==> src/rtl/tms_uart_tx_if.sv <==
// Host-side bus of the UART transmitter: byte push, divisor and FIFO/overflow status.
// Latency: pure wiring. No registers live in the interface.
// Backpressure: the host watches full. Writes made while full is high are dropped and reported on overflow.
//
// master : host side. It drives divisor, wdata, wr_en and ovf_clr, and reads full, empty and overflow.
// slave  : transmitter side. It has the opposite directions.
interface tms_uart_tx_if #(
    parameter int DIV_W = 16
);
    logic [DIV_W-1:0] divisor;   // bit period minus one, in clock cycles
    logic [7:0]       wdata;     // byte to enqueue
    logic             wr_en;     // enqueue strobe, one byte per cycle
    logic             ovf_clr;   // clear the sticky overflow flag
    logic             full;      // FIFO holds FIFO_DEPTH bytes
    logic             empty;     // FIFO holds no bytes
    logic             overflow;  // sticky: a write was dropped

    modport master (
        output divisor, wdata, wr_en, ovf_clr,
        input  full, empty, overflow
    );

    modport slave (
        input  divisor, wdata, wr_en, ovf_clr,
        output full, empty, overflow
    );
endinterface

==> src/rtl/tms_uart_tx.sv <==
// 8N1 UART transmitter with a small byte FIFO and a per-frame programmable baud divisor.
// Latency: a byte written into an empty FIFO while idle pulls tx low one clock later.
// Backpressure: full is registered. A write while full is dropped and sets the sticky overflow flag.
//
// Ports: wb_clk_i (only clock), rst_n (async active-low), bus (tms_uart_tx_if.slave:
//        divisor/wdata/wr_en/ovf_clr in, full/empty/overflow out), tx (serial out, idle high),
//        busy (a frame is in progress on tx).
// Optional: define UART_TX_PARITY_EN to insert an even-parity bit between the data bits and the stop bit.
module tms_uart_tx #(
    parameter int FIFO_DEPTH = 4,   // power of two, minimum 2
    parameter int DIV_W      = 16
) (
    input  logic          wb_clk_i,
    input  logic          rst_n,
    tms_uart_tx_if.slave  bus,
    output logic          tx,
    output logic          busy
);
    localparam int PTR_W = $clog2(FIFO_DEPTH);
    localparam int CNT_W = PTR_W + 1;

    typedef enum logic [2:0] {
        ST_IDLE,
        ST_START,
        ST_DATA,
`ifdef UART_TX_PARITY_EN
        ST_PARITY,
`endif
        ST_STOP
    } state_t;

    // FIFO storage and bookkeeping
    logic [7:0]       mem [FIFO_DEPTH];
    logic [PTR_W-1:0] wr_ptr, rd_ptr;
    logic [CNT_W-1:0] count, count_nxt;
    logic             full_q, empty_q, ovf_q;

    // Serialiser state
    state_t           state;
    logic [7:0]       shift;
    logic [DIV_W-1:0] period;
    logic [DIV_W-1:0] baud_cnt;
    logic [2:0]       bit_idx;
`ifdef UART_TX_PARITY_EN
    logic             par_q;
`endif

    logic       push, drop, pop, bit_end;
    logic [7:0] head;

    assign push    = bus.wr_en & ~full_q;
    assign drop    = bus.wr_en & full_q;
    assign bit_end = (baud_cnt == period);
    assign head    = mem[rd_ptr];
    // A new frame is taken either from idle or on the last cycle of a stop bit.
    // The second case is what makes back-to-back frames gapless.
    assign pop     = ~empty_q & ((state == ST_IDLE) | ((state == ST_STOP) & bit_end));

    assign bus.full     = full_q;
    assign bus.empty    = empty_q;
    assign bus.overflow = ovf_q;

    always_comb begin
        count_nxt = count;
        if (push & ~pop)
            count_nxt = count + CNT_W'(1);
        else if (pop & ~push)
            count_nxt = count - CNT_W'(1);
    end

    always_ff @(posedge wb_clk_i) begin
        if (push)
            mem[wr_ptr] <= bus.wdata;
    end

    always_ff @(posedge wb_clk_i or negedge rst_n) begin
        if (!rst_n) begin
            wr_ptr  <= '0;
            rd_ptr  <= '0;
            count   <= '0;
            full_q  <= 1'b0;
            empty_q <= 1'b1;
            ovf_q   <= 1'b0;
        end else begin
            if (push)
                wr_ptr <= wr_ptr + PTR_W'(1);
            if (pop)
                rd_ptr <= rd_ptr + PTR_W'(1);
            count   <= count_nxt;
            full_q  <= (count_nxt == CNT_W'(FIFO_DEPTH));
            empty_q <= (count_nxt == '0);
            // A dropped write takes priority over a same-cycle clear, so the event is never lost.
            if (drop)
                ovf_q <= 1'b1;
            else if (bus.ovf_clr)
                ovf_q <= 1'b0;
        end
    end

    always_ff @(posedge wb_clk_i or negedge rst_n) begin
        if (!rst_n) begin
            state    <= ST_IDLE;
            shift    <= '0;
            period   <= '0;
            baud_cnt <= '0;
            bit_idx  <= '0;
            tx       <= 1'b1;
            busy     <= 1'b0;
`ifdef UART_TX_PARITY_EN
            par_q    <= 1'b0;
`endif
        end else begin
            case (state)
                ST_IDLE: begin
                    tx   <= 1'b1;
                    busy <= 1'b0;
                end
                ST_START: begin
                    if (bit_end) begin
                        baud_cnt <= '0;
                        tx       <= shift[0];
                        bit_idx  <= '0;
                        state    <= ST_DATA;
                    end else begin
                        baud_cnt <= baud_cnt + DIV_W'(1);
                    end
                end
                ST_DATA: begin
                    if (bit_end) begin
                        baud_cnt <= '0;
                        shift    <= shift >> 1;
                        bit_idx  <= bit_idx + 3'd1;
                        if (bit_idx == 3'd7) begin
`ifdef UART_TX_PARITY_EN
                            tx    <= par_q;
                            state <= ST_PARITY;
`else
                            tx    <= 1'b1;
                            state <= ST_STOP;
`endif
                        end else begin
                            // shift[1] is the bit that becomes shift[0] after this edge.
                            tx <= shift[1];
                        end
                    end else begin
                        baud_cnt <= baud_cnt + DIV_W'(1);
                    end
                end
`ifdef UART_TX_PARITY_EN
                ST_PARITY: begin
                    if (bit_end) begin
                        baud_cnt <= '0;
                        tx       <= 1'b1;
                        state    <= ST_STOP;
                    end else begin
                        baud_cnt <= baud_cnt + DIV_W'(1);
                    end
                end
`endif
                ST_STOP: begin
                    if (bit_end) begin
                        baud_cnt <= '0;
                        tx       <= 1'b1;
                        busy     <= 1'b0;
                        state    <= ST_IDLE;
                    end else begin
                        baud_cnt <= baud_cnt + DIV_W'(1);
                    end
                end
                default: state <= ST_IDLE;
            endcase

            // Frame load overrides whatever the case above chose. The divisor is sampled only
            // here, so a mid-frame change first takes effect on the next frame.
            if (pop) begin
                shift    <= head;
                period   <= bus.divisor;
                baud_cnt <= '0;
                tx       <= 1'b0;
                busy     <= 1'b1;
                state    <= ST_START;
`ifdef UART_TX_PARITY_EN
                par_q    <= ^head;
`endif
            end
        end
    end
endmodule

==> src/flat_wrapper.sv <==
// flat-port wrapper written by rule: the top's interface ports become plain ports
module tms_uart_tx_flat 
#(
    parameter int FIFO_DEPTH = 4,                             
    parameter int DIV_W      = 16
)
  (wb_clk_i, rst_n, tx, busy, bus_divisor, bus_wdata, bus_wr_en, bus_ovf_clr, bus_full, bus_empty, bus_overflow);
  tms_uart_tx_if #(.DIV_W(DIV_W)) bus_i ();
  input  logic wb_clk_i;
  input  logic rst_n;
  output logic tx;
  output logic busy;
  input wire logic [$bits(bus_i.divisor)-1:0] bus_divisor;
  input wire logic [$bits(bus_i.wdata)-1:0] bus_wdata;
  input wire logic [$bits(bus_i.wr_en)-1:0] bus_wr_en;
  input wire logic [$bits(bus_i.ovf_clr)-1:0] bus_ovf_clr;
  output wire logic [$bits(bus_i.full)-1:0] bus_full;
  output wire logic [$bits(bus_i.empty)-1:0] bus_empty;
  output wire logic [$bits(bus_i.overflow)-1:0] bus_overflow;
  assign bus_i.divisor = bus_divisor;
  assign bus_i.wdata = bus_wdata;
  assign bus_i.wr_en = bus_wr_en;
  assign bus_i.ovf_clr = bus_ovf_clr;
  assign bus_full = bus_i.full;
  assign bus_empty = bus_i.empty;
  assign bus_overflow = bus_i.overflow;
  tms_uart_tx #(.FIFO_DEPTH(FIFO_DEPTH), .DIV_W(DIV_W)) u_core (.wb_clk_i(wb_clk_i), .rst_n(rst_n), .bus(bus_i), .tx(tx), .busy(busy));
endmodule
==> config.mk <==
export PLATFORM = sky130hd
export DESIGN_NAME = tms_uart_tx_flat
export DESIGN_NICKNAME = d
export VERILOG_FILES = /design/src/rtl/tms_uart_tx_if.sv /design/src/rtl/tms_uart_tx.sv /design/src/flat_wrapper.sv
export SDC_FILE = /design/constraint.sdc
export NUM_CORES = 1
export LEC_CHECK = 0
export CAP_MARGIN = 30
export CORE_MARGIN = 2
export CORE_UTILIZATION = 45
export CTS_CLUSTER_DIAMETER = 40
export DETAILED_ROUTE_END_ITERATION = 8
export PLACE_DENSITY_LB_ADDON = 0.2
export SLEW_MARGIN = 20
export SYNTH_ARGS = -nofsm -noshare
export SYNTH_HDL_FRONTEND = slang
export SYNTH_SLANG_ARGS = --single-unit
export TNS_END_PERCENT = 50
==> constraint.sdc <==
create_clock -name wb_clk_i -period 2.3 [get_ports wb_clk_i]
set_input_delay 0.23 -clock wb_clk_i [delete_from_list [all_inputs] [get_ports wb_clk_i]]
set_output_delay 0.23 -clock wb_clk_i [all_outputs]
set_load 0.01 [all_outputs]
## Yosys cells after proc, flatten, opt, wreduce, memory -nomap -nowiden

Memory sizes are Yosys's and may differ from the RTL's.
Index checks and enable logic that the tools add are counted.

| operators by class | value |
|---|---|
| $add $sub $neg | 6 |
| equal/unequal tests | 13 |
| mux-type cells | 29 |
| bitwise gates (word level) | 11 |
| reductions and logical operators | 15 |

Operators with widths:

| operator | number |
|---|---|
| 16-bit 2-to-1 mux | 3 |
| 3-bit 2-to-1 mux | 8 |
| 8-bit 2-to-1 mux | 3 |
| 16-bit by 1-bit adder with 16-bit output, second input constant | 1 |
| 16-bit equality test | 1 |
| 3-bit by 1-bit != test with 1-bit output, second input constant | 4 |
| 3-bit one-hot mux with 4 select lines | 1 |
| 1-bit 2-to-1 mux | 11 |
| 2-bit nonzero test | 5 |
| 3-bit by 1-bit adder with 3-bit output, second input constant | 2 |
| 1-bit bitwise AND | 6 |
| 3-bit by 2-bit equality test with 1-bit output, second input constant | 2 |
| 3-bit equality test, second input constant | 2 |
| 3-bit logical NOT | 2 |
| 2-bit by 1-bit != test with 1-bit output, second input constant | 3 |
| 3-bit one-hot mux with 2 select lines | 1 |
| 5-bit AND reduction | 1 |
| 5-bit nonzero test | 1 |
| 2-bit by 1-bit adder with 2-bit output, second input constant | 2 |
| 1-bit inverter | 4 |
| 1-bit one-hot mux with 4 select lines | 1 |
| 2-bit AND reduction | 2 |
| 4-bit AND reduction | 1 |
| 3-bit by 1-bit equality test with 1-bit output, second input constant | 1 |
| 6 further kinds | 6 |

| word-level totals | value |
|---|---|
| register bits after elaboration | 58 |
| memory bits (writable) | 32 |
| bits of input ports | 28 |
| output and inout bits | 5 |
| logic and storage cells | 88 |
| memories | 1 |

Memory list:

| memory | depth | bits a word | read ports | clocked after memory_dff | wr ports | line | RTL |
|---|---|---|---|---|---|---|---|
| u_core.mem | 4 | 8 | 1 | 0 | 1 | tms_uart_tx.sv:33 | `logic [7:0] mem [FIFO_DEPTH];` |

## Logic depth before layout (Yosys ltp)

| depth | value |
|---|---|
| depth after elaboration | 8 |
| gate-level depth with buffers | 8 |
| depth with buffers taken out | 8 |

## Least setup slack after synthesis

No wires, ideal clock.

| timing | value |
|---|---|
| path type | register to register |
| start | register u_core.baud_cnt[3] |
| end | register u_core.period[12] |
| library setup time | 125 ps |
| arrival time | 1957 ps |
| data required time | 2175 ps |
| slack | 218 ps |
| cell stages (with the launch flop) | 8 |
| path buffers | 1 |
| path through | dfrtp_1 -> xnor2_1 -> nand4_1 -> nor4_4 -> a21oi_1 -> nor2_1 -> buf_4 -> mux2_2 |

| on the way | value |
|---|---|
| word-level cells in the longest chain between the ends | 4 |

Ends and longest elaborated chain:

| element | line | RTL |
|---|---|---|
| from (decl) | tms_uart_tx.sv:42 | `logic [DIV_W-1:0] baud_cnt;` |
| from (signal assigned) | tms_uart_tx.sv:125 | `baud_cnt <= baud_cnt + DIV_W'(1);` |
| from (signal assigned) | tms_uart_tx.sv:146 | `baud_cnt <= baud_cnt + DIV_W'(1);` |
| from (signal assigned) | tms_uart_tx.sv:167 | `baud_cnt <= baud_cnt + DIV_W'(1);` |
| 16-bit equality test | tms_uart_tx.sv:53 | `assign bit_end = (baud_cnt == period);` |
| 1-bit bitwise AND | tms_uart_tx.sv:57 | `assign pop = ~empty_q & ((state == ST_IDLE) \| ((state == ST_STOP) & bit_end));` |
| 1-bit bitwise OR | tms_uart_tx.sv:57 |  |
| 1-bit bitwise AND | tms_uart_tx.sv:57 |  |
| to (signal assigned) | tms_uart_tx.sv:177 | `period <= bus.divisor;` |
| to (decl) | tms_uart_tx.sv:41 | `logic [DIV_W-1:0] period;` |

No other way between the ends.
A chain may end at the register's enable or synchronous reset.

## Final worst setup path

| timing | value |
|---|---|
| start | register u_core.baud_cnt[0] |
| end | register u_core.shift[3] |

| on the way | value |
|---|---|
| word-level cells in the longest chain between the ends | 6 |
| elaborated cells between the ends (all ways) | 8 |
| those cells by class | 1 x eq/ne; 1 x mux; 3 x bitwise; 3 x reduce/logical |

Ends and longest elaborated chain:

| element | line | RTL |
|---|---|---|
| 16-bit equality test * | tms_uart_tx.sv:53 |  |
| 1-bit bitwise AND | tms_uart_tx.sv:57 |  |
| 1-bit bitwise OR | tms_uart_tx.sv:57 |  |
| 1-bit bitwise AND | tms_uart_tx.sv:57 |  |
| 2-bit nonzero test (no source line) | - |  |
| 2-bit AND reduction (no source line) | - |  |
| to (signal assigned) | tms_uart_tx.sv:131 | `shift <= shift >> 1;` |
| to (decl) | tms_uart_tx.sv:40 | `logic [7:0] shift;` |

Mark *: on every way between the ends. The rest lies on a longest branch, timed or not.

==> flow_summary.json <==
{
  "avgSynthCellArea_sq_um": 12.7,
  "fin_skew_ns": 0.0111,
  "clk_pin_slew_ns": 0.10,
  "numPortBuffers": 32,
  "maxCapViolations": 0,
  "syn-num-nets": 374,
  "slew_violations": 0,
  "dieArea_sq_mm": 0.0102,
  "antenna_found_initial": 0,
  "ys.flop_type": "dfrtp_1",
  "drt-pass1-iter-count": 4,
  "placement_rows": 35,
  "p_total_mw": 5.77,
  "fin_crit_sh_pct": 96.0,
  "area_growth_pct": 19.0,
  "die_h_microns": 101,
  "cp.arrival_ns": 2.47,
  "finalSetupViolations": 0,
  "numCtsBuffers": 9,
  "grt_pass1_vias": 2616,
  "final_antenna_net_count": 0,
  "grt_start_max_net_pins": 26,
  "ys_warn_count": 0,
  "tns_ns": 0,
  "power_density_mw_per_mm2": 1150,
  "fmax_mhz": 453,
  "gp_congestion": 0.789,
  "grt-ovfl-total": 0,
  "cts_tree": "done",
  "grt_pass1_wl_microns": 13000,
  "clk_path_buf_depth": 2,
  "rsz0062_at_grt": "no",
  "worstPathMaxFanout": 8,
  "grt.total_usage_pct": 16.8,
  "async_flop_share_pct": 64.0,
  "synth.distinct_cells": 45,
  "num_antenna_cells": 0,
  "clock_latency_ns": 0.37,
  "drt_iter0_drc": 92,
  "syn_inst": 333,
  "max-slew-margin-rel_pct": 53.2,
  "p_sw_mw": 2.02,
  "utilization_pct": 54.8,
  "p_leak_nw": 1.99,
  "fin_crit_ns": 2.21,
  "drt-vias-per-instance": 5.31,
  "place_area_sq_mm": 0.00478,
  "status": "finished clean",
  "hold_violations": 0,
  "drt-wirelength-per-cell_microns": 15.8,
  "placed_cells": 482,
  "clockRootBuffer": "clkbuf_8",
  "coreArea_sq_mm": 0.00920,
  "critPathCaptureType": "flop",
  "worstHoldPathType": "primary input to asynchronous set/reset pin",
  "crit_type": "flop to flop",
  "critPathRequiredTime_ns": 2.56,
  "yosysTopAreaCell": "dfrtp_1",
  "routed_wl_microns": 7920,
  "peakVddDrop_mv": 0.529,
  "synth_top_cell_area_share_pct": 32.5,
  "dp_slack_ns": 0.0573,
  "drc": 0,
  "fin_area_sq_mm": 0.00504,
  "clock_sinks": 89,
  "layout_commonest_cell": "dfrtp_1",
  "cp-start-kind": "flop",
  "setup_slack_ns": 0.0930,
  "clockPowerShare_pct": 18.3,
  "ys_seq_area_share_pct": 56.5,
  "stdcell_count": 502,
  "initial_core_util_pct": 46.0,
  "sw_frac_of_total_pct": 34.9,
  "h-tree-depth": 3,
  "io_pins": 33,
  "timing.hold.ws_ns": 0.299,
  "fin_nets": 427,
  "final_cell_mix": "dfrtp_1 (54), edfxtp_1 (32), clkdlybuf4s50_1 (31)",
  "vias": 2664,
  "synth-edff-count": 32,
  "intPower_mw": 3.76,
  "syn_area_sq_mm": 0.00423,
  "dp_hpwl_microns": 5560,
  "die_w_microns": 101,
  "seqPwrFrac_pct": 43.4,
  "ys_ff_latch": 89,
  "drive_above_1_share_pct": 19.7,
  "synthTopCellsByArea": "dfrtp_1 (33%), edfxtp_1 (23%), mux2_2 (5.6%)",
  "power_frac_comb_pct": 38.3,
  "tightest_slew_ns": 0.699
}
==> critical path: stages, from the launching register on <==
cell     delay (ns)
dfrtp_2        0.46
xnor2_1        0.16
nand4_1        0.19
nor4_4         0.30
buf_4          0.18
buf_4          0.12
nand2_4        0.09
mux2_1         0.34
mux2_2         0.27
==> registers in the layout, indices dropped and copies added (netlist names), 2 cells and up <==
signal and cells:
u_core.wr_ptr 2, u_core.mem 32, u_core.rd_ptr 2, u_core.count 3, u_core.baud_cnt 16, u_core.period 16
u_core.state 2, u_core.shift 8, u_core.bit_idx 3
==> power by group through the flow <==
stage	sequential, mW	combinational [mW]	clock (mW)
after floorplan	2.38	1.69	0
after detailed placement	2.55	2.18	0
final	2.51	2.21	1.06
after global routing	2.56	2.45	1.16
after global placement	2.53	2.15	0
after CTS	2.51	2.19	1.09
==> worst paths after layout <==
path                                    start             endpoint  slack [ns]  depth (start not counted)
setup / recovery           u_core.baud_cnt[0]      u_core.shift[3]        0.09                          8
hold reg to reg                     u_core.tx            u_core.tx        0.50                          1
max in group asynchronous               rst_n    u_core.period[13]        1.37                          3
hold / removal                          rst_n      u_core.count[0]        0.30                          2
setup reg to reg           u_core.baud_cnt[0]      u_core.shift[3]        0.09                          8
min in group wb_clk_i             bus_ovf_clr  u_core.bus.overflow        0.44                          2
==> cell families after synthesis <==
kind of cell	synth area share (%)
DFF	56.5
and+or+nand+nor	10.4
xor gates and xnor gates	6.41
buffers and inverters	2.69
adders and majority gates	3.84
AOI/OAI and AO/OA	7.24
muxes	12.9
==> cells in the mapped netlist (3+ instances only) <==
| cell type | count |
|---|---|
| dfrtp_1 | 55 |
| edfxtp_1 | 32 |
| xnor2_1 | 26 |
| mux2_2 | 21 |
| o21ai_0 | 20 |
| nand2_1 | 17 |
| nor2_1 | 17 |
| inv_1 | 16 |
| ha_1 | 13 |
| nand3_1 | 12 |
| nor3_1 | 10 |
| mux2_1 | 9 |
| mux4_2 | 8 |
| a21oi_1 | 6 |
| and2_1 | 6 |
| clkbuf_1 | 6 |
| nand4_1 | 5 |
| nor2b_1 | 5 |
| xor2_1 | 5 |
| a22o_1 | 4 |
| nand2b_1 | 4 |
| a31oi_1 | 3 |
| buf_4 | 3 |
| mux2i_1 | 3 |
| o31a_1 | 3 |
==> layer usage <==
layer  vias up  part of all wire [%]  track usage (%)
li1       1308                     -                -
met1      1298                    47             22.3
met2        44                    48             26.9
met3        14                   2.9             3.12
met4         0                   1.7             7.28
met5         -                     0                0
==> layout make-up <==
type	instances	area [sq um]
Fill cell	777	4160
Sequential cell	89	2390
Multi-Input combinational cell	217	1760
Timing Repair Buffer	53	495
Tap cell	111	139
Clock buffer	9	124
Clock inverter	7	72.6
Inverter	16	60.1
==> repair_timing <==
action,CTS,global route
hold buffers,1,0
hold endpoints to repair,11,0
gates resized for setup,0,8
setup buffers,0,3
endpoints found under the setup margin,0,29
(Power assumes the default switching activity.)
